===== config.mk =====
export PLATFORM = sky130hd
export DESIGN_NAME = trap_sequencer
export DESIGN_NICKNAME = d
export VERILOG_FILES = /design/src/rtl/trap_pkg.sv /design/src/rtl/trap_prio_enc.sv /design/src/rtl/trap_sequencer.sv
export SDC_FILE = /design/constraint.sdc
export NUM_CORES = 1
export LEC_CHECK = 0
export ABC_AREA = 0
export CORE_AREA = 2 2 131 133
export CTS_CLUSTER_DIAMETER = 50
export DETAILED_ROUTE_END_ITERATION = 10
export DIE_AREA = 0 0 133 135
export PLACE_DENSITY = 0.76
export SETUP_SLACK_MARGIN = 0.15
export SLEW_MARGIN = 20
export SYNTH_ARGS = -nofsm -noshare
export SYNTH_HDL_FRONTEND = slang
export SYNTH_SLANG_ARGS = --single-unit

===== constraint.sdc =====
create_clock -name clk -period 1.78 [get_ports clk]
set_input_delay 0.178 -clock clk [delete_from_list [all_inputs] [get_ports clk]]
set_output_delay 0.178 -clock clk [all_outputs]
set_load 0.005 [all_outputs]

===== src/rtl/trap_pkg.sv =====
// +------------------------------------------------------------------+
// | trap_pkg: shared types and constants for the trap sequencer       |
// | Rev 1.0                                                           |
// +------------------------------------------------------------------+
`default_nettype none

package trap_pkg;

  typedef enum logic [1:0] {
    ST_IDLE   = 2'd0,
    ST_FETCH  = 2'd1,
    ST_LOAD   = 2'd2,
    ST_RETURN = 2'd3
  } trap_state_t;

  localparam int unsigned CAUSE_ILLEGAL    = 0;
  localparam int unsigned CAUSE_OVF        = 1;
  localparam int unsigned DEFAULT_VEC_BASE = 254;

endpackage

`default_nettype wire


===== src/rtl/trap_prio_enc.sv =====
// +------------------------------------------------------------------+
// | trap_prio_enc: fixed-priority encoder, bit 0 has highest priority |
// | Rev 1.0                                                           |
// +------------------------------------------------------------------+
`default_nettype none

module trap_prio_enc #(
  parameter int N  = 4,
  parameter int IW = (N > 1) ? $clog2(N) : 1
) (
  input  logic [N-1:0]  req,
  output logic          valid,
  output logic [IW-1:0] index
);

  always_comb begin
    valid = |req;
    index = '0;
    // Scan downwards so the lowest set bit is the last (winning) write.
    for (int i = N - 1; i >= 0; i--) begin
      if (req[i]) index = IW'(i);
    end
  end

endmodule

`default_nettype wire


===== src/rtl/trap_sequencer.sv =====
// +------------------------------------------------------------------+
// | trap_sequencer: trap entry via vector table fetch, eret return    |
// | Rev 1.0                                                           |
// +------------------------------------------------------------------+
`default_nettype none

module trap_sequencer
  import trap_pkg::*;
#(
  parameter int                XLEN     = 64,
  parameter int                NCAUSE   = 4,
  parameter int unsigned       VEC_BASE = DEFAULT_VEC_BASE,
  parameter int                VEC_W    = 8,
  parameter int                TIMEOUT  = 15,
  parameter logic [XLEN-1:0]   FALLBACK = '0,
  parameter int                CW       = (NCAUSE > 1) ? $clog2(NCAUSE) : 1
) (
  input  logic              clk,
  input  logic              reset,
  input  logic [NCAUSE-1:0] cause_valid,
  input  logic [XLEN-1:0]   trap_pc,
  input  logic              eret,
  output logic              cpu_stall,
  output logic              mem_req,
  output logic [XLEN-1:0]   mem_addr,
  input  logic              mem_ready,
  input  logic [XLEN-1:0]   mem_rdata,
  output logic              pc_load,
  output logic [XLEN-1:0]   pc_value,
  output logic [XLEN-1:0]   epc,
  output logic [CW-1:0]     cause,
  output logic              in_handler,
  output logic              double_fault,
  output logic              timeout_err
);

  localparam int CNTW = $clog2(TIMEOUT + 1);

  trap_state_t     state, state_next;
  logic [CNTW-1:0] wait_cnt;
  logic            req_any;
  logic [CW-1:0]   req_idx;
  logic            accept, ret, take, expire;
  logic            unused_rdata_hi;

  assign unused_rdata_hi = ^mem_rdata[XLEN-1:VEC_W];

  trap_prio_enc #(.N(NCAUSE), .IW(CW)) u_prio (
    .req   (cause_valid),
    .valid (req_any),
    .index (req_idx)
  );

  assign mem_addr = (state == ST_FETCH) ? XLEN'(VEC_BASE) + XLEN'(cause) : '0;

  always_ff @(posedge clk) begin
    if (reset) state <= ST_IDLE;
    else       state <= state_next;
  end

  always_comb begin
    state_next   = state;
    cpu_stall    = 1'b0;
    mem_req      = 1'b0;
    pc_load      = 1'b0;
    double_fault = 1'b0;
    accept       = 1'b0;
    ret          = 1'b0;
    take         = 1'b0;
    expire       = 1'b0;
    case (state)
      ST_IDLE: begin
        if (in_handler) begin
          // eret has priority; any concurrent request is dropped as a double fault.
          double_fault = req_any;
          if (eret) begin
            ret        = 1'b1;
            state_next = ST_RETURN;
          end
        end else if (req_any) begin
          accept     = 1'b1;
          cpu_stall  = 1'b1;
          state_next = ST_FETCH;
        end
      end
      ST_FETCH: begin
        cpu_stall = 1'b1;
        mem_req   = 1'b1;
        if (mem_ready) begin
          take       = 1'b1;
          state_next = ST_LOAD;
        end else if (wait_cnt == CNTW'(TIMEOUT - 1)) begin
          expire     = 1'b1;
          state_next = ST_LOAD;
        end
      end
      ST_LOAD, ST_RETURN: begin
        cpu_stall  = 1'b1;
        pc_load    = 1'b1;
        state_next = ST_IDLE;
      end
      default: state_next = ST_IDLE;
    endcase
  end

  always_ff @(posedge clk) begin
    if (reset) begin
      epc         <= '0;
      cause       <= '0;
      pc_value    <= '0;
      in_handler  <= 1'b0;
      timeout_err <= 1'b0;
      wait_cnt    <= '0;
    end else begin
      if (accept) begin
        epc   <= trap_pc;
        cause <= req_idx;
      end
      if (ret) pc_value <= epc;
      if (state == ST_FETCH) begin
        wait_cnt <= (take || expire) ? '0 : wait_cnt + CNTW'(1);
        if (take) begin
          pc_value <= XLEN'(mem_rdata[VEC_W-1:0]);
        end else if (expire) begin
          pc_value    <= FALLBACK;
          timeout_err <= 1'b1;
        end
      end
      if (state == ST_LOAD)   in_handler <= 1'b1;
      if (state == ST_RETURN) in_handler <= 1'b0;
    end
  end

endmodule

`default_nettype wire


# Yosys cells after proc, flatten, opt, wreduce, memory -nomap -nowiden
# Index checks and enable logic that the tools add are counted.
# word_totals
reg_bits	138
# classes
mux	32
add_sub_neg	2
n_eq_ne	7
n_reduce_logical	8
n_bitwise	1
# op_table
operator	n
two-way mux 64 bit	4
two-way mux 2 bit	9
two-way mux 1 bit	15
adder 8 x 2 -> 9 bit, first input constant	1
two-way mux 9 bit	1
!= test 3 bit, second input constant	2
one-hot mux 2 bit (3 select lines)	1
AND reduction 3 bit	2
adder 4 x 1 -> 4 bit, second input constant	1
== test 2 bit, second input constant	2
== test 4 bit, second input constant	1
two-way mux 4 bit	1
OR reduction 2 bit	2
OR reduction 4 bit	1
!= test 3 x 2 -> 1 bit, second input constant	1
OR reduction 3 bit	1
== test 2 x 1 -> 1 bit, second input constant	1
zero test 2 bit	1
one-hot mux 1 bit (2 select lines)	1
logical OR 1 bit	1
inverter 1 bit	1

# Longest topological paths before layout
# Gate-level depths: netlist (run 1).
# depth
word_depth	7
ltp_mapped	8

# By module
# A second synthesis (run 1) with hierarchy kept.
# unflattened
hier_cells	699
area_unflattened_um2	5586.6
# by_module_without_submodules
module	n_inst	area_each_um2	cells_each
trap_sequencer	1	5551.6	692
trap_prio_enc	1	35.0	7

# Worst setup path after synthesis (run 1)
# OpenSTA, ideal clock, no wires.
# synth_path
path_kind	register -> register
startpoint	register wait_cnt[0]
endpoint	register wait_cnt[2]
setup_ps	70
arrival_ps	1570
slack_ps	141
n_path_buf	3
required_time_ps	1710
stages_incl_launch_ff	9
synth_period_minus_slack_ps	1639
path_cell_list	dfxtp_1 > inv_1 > ha_1 > a31o_1 > buf_2 > a21o_1 > buf_2 > buf_2 > a21oi_1
# synth_via
elab_chain_len	6
elab_cells_between_ends	7
cone_classes	add/sub (1); eq/ne (1); mux (4); reduce/logical (1)
# synth_rtl
item	line	rtl
start, declared	trap_sequencer.sv:40	logic [CNTW-1:0] wait_cnt;
start signal, assigned	trap_sequencer.sv:121	wait_cnt <= (take || expire) ? '0 : wait_cnt + CNTW'(1);
== test 4 bit	trap_sequencer.sv:92	end else if (wait_cnt == CNTW'(TIMEOUT - 1)) begin
two-way mux 1 bit	trap_sequencer.sv:92	
two-way mux 1 bit	trap_sequencer.sv:89	if (mem_ready) begin
two-way mux 1 bit	trap_sequencer.sv:71	case (state)
logical OR 1 bit	trap_sequencer.sv:121	
two-way mux 4 bit (*)	trap_sequencer.sv:121	
# Mark *: on every way between the ends. The rest lies on a longest branch, timed or not.
# A chain may end at the register's enable or synchronous reset.

# Worst setup path in the final report (run 1)
# layout_path
startpoint	register state[1]
endpoint	output mem_addr[0]
# layout_via
elab_chain_len	2
# layout_rtl
item	line	rtl
start, declared	trap_sequencer.sv:39	trap_state_t state, state_next;
start signal, assigned	trap_sequencer.sv:58	else state <= state_next;
== test 2 x 1 -> 1 bit	trap_sequencer.sv:54	assign mem_addr = (state == ST_FETCH) ? XLEN'(VEC_BASE) + XLEN'(cause) : '0;
two-way mux 9 bit	trap_sequencer.sv:54	
end, declared	trap_sequencer.sv:25	output logic [XLEN-1:0] mem_addr,
# Every way passes these cells.

==> results of run 1 <==
-- worst paths after layout --
| kind | from | to | slack, ns | depth (start not counted) |
|---|---|---|---|---|
| min | cause_valid[0] | cause[0]$_SDFFE_PP0P_ | 0.25 | 5 |
| max reg2reg | in_handler$_SDFFE_PP0P_ | epc[39]$_SDFFE_PP0P_ | 0.23 | 4 |
| min reg2reg | pc_value[42]$_SDFF_PP0_ | pc_value[42]$_SDFF_PP0_ | 0.45 | 2 |
| max | state[1]$_SDFFE_PP0P_ | mem_addr[0] | 0.17 | 6 |
-- routing by layer --
| metal | track usage (%) | vias up | share of wire (%) |
|---|---|---|---|
| met5 | 0 | - | 0 |
| met4 | 6.870 | 0 | 1.9 |
| met3 | 5.443 | 29 | 7.1 |
| met2 | 34.00 | 247 | 50 |
| met1 | 23.53 | 2715 | 41 |
| li1 | - | 2751 | - |
-- flip-flops by register name (all words and copies together), names as in the netlist --
name         flops
in_handler       1
wait_cnt         4
state            2
pc_value        64
cause            2
epc             64
timeout_err      1
-- logic make-up after synthesis --
group	Yosys count	share of synthesized area [%]
other	1	0.06293
AND/OR/NAND/NOR	215	18.94
AO/OA/AOI/OAI	218	19.27
buffers and inverters	131	13.60
multiplexers	8	1.344
flip-flops	138	46.36
adder cells (fa/ha/maj)	2	0.4198
-- power breakdown --
part	internal, W	leakage, nW	switching, W	total, W
logic	0.00109	2.02	0.00101	0.00209
clock network	0.00253	0.311	0.00134	0.00387
registers	0.00334	1.13	0.000194	0.00353
-- final cells by class --
cell class	count	area (µm²)	share of cell area, %
repair buffers	263	2689	29.58
multi-input cells	498	2691	29.60
inverters	5	21.27	0.2340
clock buffers	21	450.4	4.955
clock inverters	11	193.9	2.133
well taps	220	275.3	3.028
flip-flops and latches	138	2770	30.47
-- metrics by stage --
stage          util [%]  total power (W)  area (µm²)
6_report          55.41         0.009492        9091
5_1_grt           55.41         0.009892        9091
4_1_cts           54.24         0.009494        8900
3_5_place_dp      50.24         0.005595        8243
3_3_place_gp      50.24         0.005571        8243
2_1_floorplan         -         0.004583        6172
-- worst register-to-register path, stage by stage (launching register included) --
cell     delay (ns)
dfxtp_2        0.38
or3_2          0.53
buf_12         0.19
o21ai_0        0.21
a21oi_1        0.10
-- repair_timing --
action / 4_1_cts / 5_1_grt
endpoints found under the setup margin: 16 / 75
pin swaps: 2 / 1
setup buffers: 1 / 8
gates cloned: 0 / 2
gates resized for setup: 18 / 32
-- cells in the final DEF, fill, tap and decap left out, types with 2 or more instances in the layout --
master           count
mux2i_1              8
bufinv_16            5
clkbuf_16           18
nand3_1             45
dlymetal6s2s_1       8
ha_1                 2
nand3_2             30
clkbuf_2             2
a21oi_1            124
nand2_1            115
clkinv_4             3
dfxtp_2              3
buf_6                5
buf_12              10
inv_1                4
o21ai_0             51
clkbuf_1             3
buf_4               23
a21oi_2             10
o21ai_1             15
clkdlybuf4s50_1    206
nor2_1               6
buf_2                2
and2_1               2
conb_1              55
dlygate4sd2_1        6
or4_1                2
dfxtp_1            134
clkinv_2             2
a221oi_1             8
==> metrics.md, run 1 <==
| Metric | Value |
|---|---|
| Crit end category | `output pin` |
| Fin cells | `around 1200` |
| Most used cell, CP | `buf_6` |
| Worst Skew | `between 0.007 and 0.008 ns` |
| Placed instance count | `about 1100` |
| Mean Syn Cell Area | `8.358 µm²` |
| Hold Crit Class | `primary input to flop` |
| CTS tree | `yes` |
| Final Slew Violations | `0` |
| # IOs | `between 300 and 400` |
| CTS Buf Count | `17` |
| RSZ-0062 raised after global routing | `true` |
| Clock Path Buffers | `2` |
| Rel. slew slack | `a little under three fifths` |
| Fillers | `roughly 1500` |
| DR WL/cell | `between 15 and 20 µm` |
| Die area | `roughly 0.018 mm²` |
| Critical-path maximum fanout | `6` |
| WHS | `0.2465 ns` |
| Post-synthesis sequential area ratio | `46.36%` |
| Crit path buffers/inverters | `4` |
| Htree depth | `4` |
| Die height | `about 140 µm` |
| Antenna cells | `0` |
| Share of cells above drive strength 1 | `~14%` |
| Reported leakage power | `3.458 nW` |
| Die Span X | `roughly 130 µm` |
| Critical path's top delay family | `flip-flops` |
| Top cell type's share of synthesized area | `46.36%` |
| TritonRoute pass-1 iters | `5` |
| Number of routed nets with antenna violations | `0` |
| CP startpoint kind | `flop` |
| CP required | `around 1.6 ns` |
| EDFF count, synth | `0` |
| Root Driver | `clkbuf_16` |
| Critical path class | `flop to output pin` |
| Instance count of the mapped netlist | `between 700 and 800` |
| CTS clk-pin slew, worst paths | `around 0.060 ns` |
| Status | `finished, final reports clean` |
| Tightest Pin Transition | `approximately 0.67 ns` |
| DR vias | `roughly 5700` |
| Post-synth top cells | `dfxtp_1, a21oi_1, nand2_1` |
| Hold Vio Cnt, Final | `0` |
| Post-synth ARST share | `0%` |
| Synth warn | `0` |
| Vias in the first global route | `about 5400` |
| Clock Latency Late Sink | `0.41 ns` |
| Area Growth Syn to Fin | `52.55%` |
| Max Fclk | `around 0.62 GHz` |
| Final Worst Setup Slack | `0.1666 ns` |
| Global route total overflow | `0` |
| Crit-path slowest cell | `dfxtp_4` |
| Most common cell in the netlist | `dfxtp_1` |
| CORE AREA | `between 0.015 and 0.02 mm²` |
| Syn Std Cell Area | `around 0.0060 mm²` |
| Initial DRC count | `310` |
| Synth Flop Type | `dfxtp_1` |
| Port buffer count | `~220` |
| Ratio of final minimum period to clock period | `about nine tenths` |
| Count of final setup violators | `0` |
| Area leader, netlist | `dfxtp_1` |
| Initial Utilization | `between 30 and 40%` |
| Max-cap violations | `0` |
| First-pass GRT wire length | `28020 µm` |
| Post-synthesis cell type count | `42` |
| GPL Wtd Cong | `just over 0.8` |
| Initial antenna violation count | `0` |
| Final HPWL DP | `about 12000 µm` |
| PD cells | `around 1000 mW/mm²` |
| Row cnt | `47` |
| Slowest Stage Delay on Critical Path | `roughly 0.37 ns` |
| Minimum clock period after layout | `~1.6 ns` |
| CP cell instances | `nand2b_4 -> buf_6 -> inv_4 -> buf_6 -> and2_1 -> clkbuf_2` |
| Largest net degree at the start of global routing | `67` |
| Gr usage total | `between 15 and 20%` |
| Total Wirelength | `about 19000 µm` |
| Number of remaining DRC errors | `0` |
| Final TNS setup | `0 ns` |
| Seq cells post-synth | `~140` |
| Leading post-synthesis cells by cell area | `dfxtp_1, a21oi_1, buf_4` |
| Worst EP arrival | `1.44 ns` |
| Drt via density | `about 5.0` |
| Nets | `around 1100` |
| Setup WS pre-CTS | `-0.3073 ns` |
| VDD IR-drop max | `just over 0.6 mV` |
| Clock sink total | `roughly 140` |
| Hold Buf Count CTS | `0` |
(Power assumes the default switching activity.)
==> run 2: changes to the inputs <==
--- a/config.mk
+++ b/config.mk
@@ -6,11 +6,14 @@
 export NUM_CORES = 1
 export LEC_CHECK = 0
 export ABC_AREA = 0
-export CORE_AREA = 2 2 131 133
+export ABC_CLOCK_PERIOD_IN_PS = 1780
+export CORE_ASPECT_RATIO = 0.75
+export CORE_MARGIN = 2
+export CORE_UTILIZATION = 39
 export CTS_CLUSTER_DIAMETER = 50
+export CTS_CLUSTER_SIZE = 28
 export DETAILED_ROUTE_END_ITERATION = 10
-export DIE_AREA = 0 0 133 135
-export PLACE_DENSITY = 0.76
+export PLACE_DENSITY = 0.81
 export SETUP_SLACK_MARGIN = 0.15
 export SLEW_MARGIN = 20
 export SYNTH_ARGS = -nofsm -noshare
==> metrics.md, run 2 (synthesized netlist as in run 1, its figures left out) <==
| Metric | Value |
|---|---|
| Placed instance count | `1101 (-1.1%)` |
| Vias in the first global route | `5383 (+0.037%)` |
| Global route total overflow | `0 (unchanged)` |
| Area Growth Syn to Fin | `49.19%` |
| Switch share | `27.75% (+0.97 points)` |
| Clock Path Buffers | `2 (unchanged)` |
| Critical path's top delay family | `simple AND/OR/NAND/NOR gates` |
| Initial DRC count | `314 (+1.3%)` |
| Crit path to | `double_fault` |
| DR vias | `5693 (-0.85%)` |
| GPL Wtd Cong | `0.7760 (-5.3%)` |
| Met2 Usage GRT | `36.87% (+2.9 points)` |
| Share of cells above drive strength 1 | `12.26% (-1.6 points)` |
| Hold Vio Cnt, Final | `0 (unchanged)` |
| Leading cell types in the layout, fill and taps excluded | `clkdlybuf4s50_1, dfxtp_1, a21oi_1` |
| CTS clk-pin slew, worst paths | `0.05 ns (about the same)` |
| Clk network pwr share | `38.9% (-1.8 points)` |
| Largest net degree at the start of global routing | `67 (unchanged)` |
| Clock Latency Late Sink | `0.42 ns (about the same)` |
| Fin cells | `1136 (-1.7%)` |
| Final Worst Setup Slack | `0.1817 ns (+0.01512 ns)` |
| R2R depth | `6 (+2)` |
| RSZ-0062 raised after global routing | `true` |
| Final Slew Violations | `0 (unchanged)` |
| CP cell instances | `clkdlybuf4s50_1 -> or4_4 -> and3_4 -> clkbuf_2` |
| Worst Skew | `0.008276 ns (+0.0005224 ns)` |
| # IOs | `336 (unchanged)` |
| Max Fclk | `0.6257 GHz (+0.95%)` |
| GR peak layer | `met2` |
| Crit path depth | `4 (-2)` |
| PD cells | `1015 mW/mm² (-2.8%)` |
| Count of final setup violators | `0 (unchanged)` |
| Met3 GRT Util | `6.872% (+1.4 points)` |
| Status | `finished, final reports clean` |
| Worst Setup SP | `cause_valid[1]` |
| Root Driver | `clkbuf_16` |
| Number of routed nets with antenna violations | `0 (unchanged)` |
| Ratio of final minimum period to clock period | `89.79% (-0.85 points)` |
| Setup WS pre-CTS | `-0.3979 ns (-0.09064 ns)` |
| Final TNS setup | `0 ns (unchanged)` |
| Nets | `1056 (-0.47%)` |
| CP required | `1.60 ns (about the same)` |
| Flop-to-flop setup slack | `0.22 ns (about the same)` |
| Worst EP arrival | `1.42 ns (-0.02 ns)` |
| Row cnt | `39 (-17%)` |
| Regs by FF count | `epc: 64 flops, pc_value: 64 flops, wait_cnt: 4 flops` |
| DR WL/cell | `16.07 µm (-2.8%)` |
| First-pass GRT wire length | `28280 µm (+0.91%)` |
| Die Span X | `146.7 µm (+10%)` |
| WHS | `0.1806 ns (-0.06592 ns)` |
| Grt met1 use | `26.66% (+3.1 points)` |
| Gate power share | `22.0% (about the same)` |
| Initial Utilization | `39.52% (+3.2 points)` |
| Minimum clock period after layout | `1.598 ns (-0.01512 ns)` |
| CTS tree | `yes` |
| CP startpoint kind | `primary input` |
| Htree depth | `4 (unchanged)` |
| Crit path buffers/inverters | `2 (-2)` |
| Number of remaining DRC errors | `0 (unchanged)` |
| Initial antenna violation count | `1 (+1)` |
| Internal | `0.006518 W (-6.2%)` |
| Max-cap violations | `0 (unchanged)` |
| Critical-path maximum fanout | `3 (-3)` |
| TritonRoute pass-1 iters | `5 (unchanged)` |
| Reg2reg end | `pc_value[20]$_SDFF_PP0_` |
| Crit-path slowest cell | `or4_4` |
| Critical path class | `primary input to output pin` |
| CTS Buf Count | `17 (unchanged)` |
| Clock sink total | `138 (unchanged)` |
| Gr usage total | `22.00% (+2.3 points)` |
| Die height | `111.1 µm (-18%)` |
| P_sw | `0.002504 W (-1.5%)` |
| Total Wirelength | `18250 µm (-4.5%)` |
| CORE AREA | `0.01508 mm² (-8.1%)` |
| Port buffer count | `224 (unchanged)` |
| Hold Crit Class | `primary input to flop` |
| Die area | `0.01630 mm² (-9.2%)` |
| Hold Buf Count CTS | `0 (unchanged)` |
| Crit end category | `output pin` |
| Slowest Stage Delay on Critical Path | `0.54 ns (+0.17 ns)` |
| Reported leakage power | `3.315 nW (-4.1%)` |
| Final HPWL DP | `12130 µm (-0.20%)` |
| Drt via density | `5.011 (+0.89%)` |
| VDD IR-drop max | `0.6353 mV (+3.4%)` |
| Commonest non-fill, non-tap cell in the layout | `clkdlybuf4s50_1` |
| Launch point of the worst reg-to-reg path | `wait_cnt[0]$_SDFFE_PP0N_` |
| Fraction of power consumed by sequential logic | `39.1% (+1.9 points)` |
run 2: cell count changes in the layout (fill, tap and decap cells not counted), sizes merged:
cell           before  now
dlymetal6s2s        8    1
buf                40   35
dlygate4sd2         6   11
bufinv              5    2
clkdlybuf4s50     206  209
clkbuf             24   22
clkdlybuf4s15       0    1
clkinvlp            1    2
diode               0    1
inv                 5    6
run 2: metal layers:
metal,wire [µm],up-vias
met5,0,-
met4,257,0
met3,1310,22
met2,8694,205
met1,7990,2726
li1,-,2740
run 2: power by group through the flow:
stage	Sequential (W)	Clock (W)	Combinational, W
final	0.00353	0.00351	0.00198
after global routing	0.00356	0.00372	0.00214
after CTS	0.00353	0.00358	0.00199
after detailed placement	0.00358	0	0.00198
after global placement	0.00357	0	0.00194
after floorplan	0.00357	0	0.00101
run 2: layout make-up:
type / count / area, µm²
multi-input cells: 498 / 2650
flip-flops and latches: 138 / 2771
fillers: 1310 / 6187
clock inverters: 10 / 116.4
well taps: 205 / 256.5
clock buffers: 21 / 470.5
diodes: 1 / 2.502
inverters: 5 / 18.77
repair buffers: 258 / 2605
run 2: stage by stage:
step                area [µm²]  util [%]  power, W
finish                    8891     58.97  0.009021
detailed placement        8257     54.76  0.005562
global route              8891     58.97  0.009419
global placement          8257     54.76  0.005515
CTS                       8875     58.86  0.009093
floorplan                 6172         -  0.004583
run 2: worst min path at each step:
stage,from,to,slack [ns],cells after the start
after CTS,reset,wait_cnt[2]$_SDFFE_PP0N_,0.18,3
after global placement,pc_value[60]$_SDFF_PP0_,pc_value[60]$_SDFF_PP0_,0.44,2
after global routing,reset,wait_cnt[2]$_SDFFE_PP0N_,0.21,3
after detailed placement,pc_value[9]$_SDFF_PP0_,pc_value[9]$_SDFF_PP0_,0.45,2
final,reset,wait_cnt[2]$_SDFFE_PP0N_,0.18,3
after floorplan,trap_pc[33],epc[33]$_SDFFE_PP0P_,0.31,2
run 2: timing repair:
action                     in CTS  in global routing
setup endpoints to repair      14                 37
setup buffers                   2                  1
pin swaps                       2                  4
gates resized for setup        25                  7
run 2: tightest hold or removal path, stage by stage:
cell and delay [ns]:
buf_2 0.14, a21o_2 0.18, a21oi_1 0.05
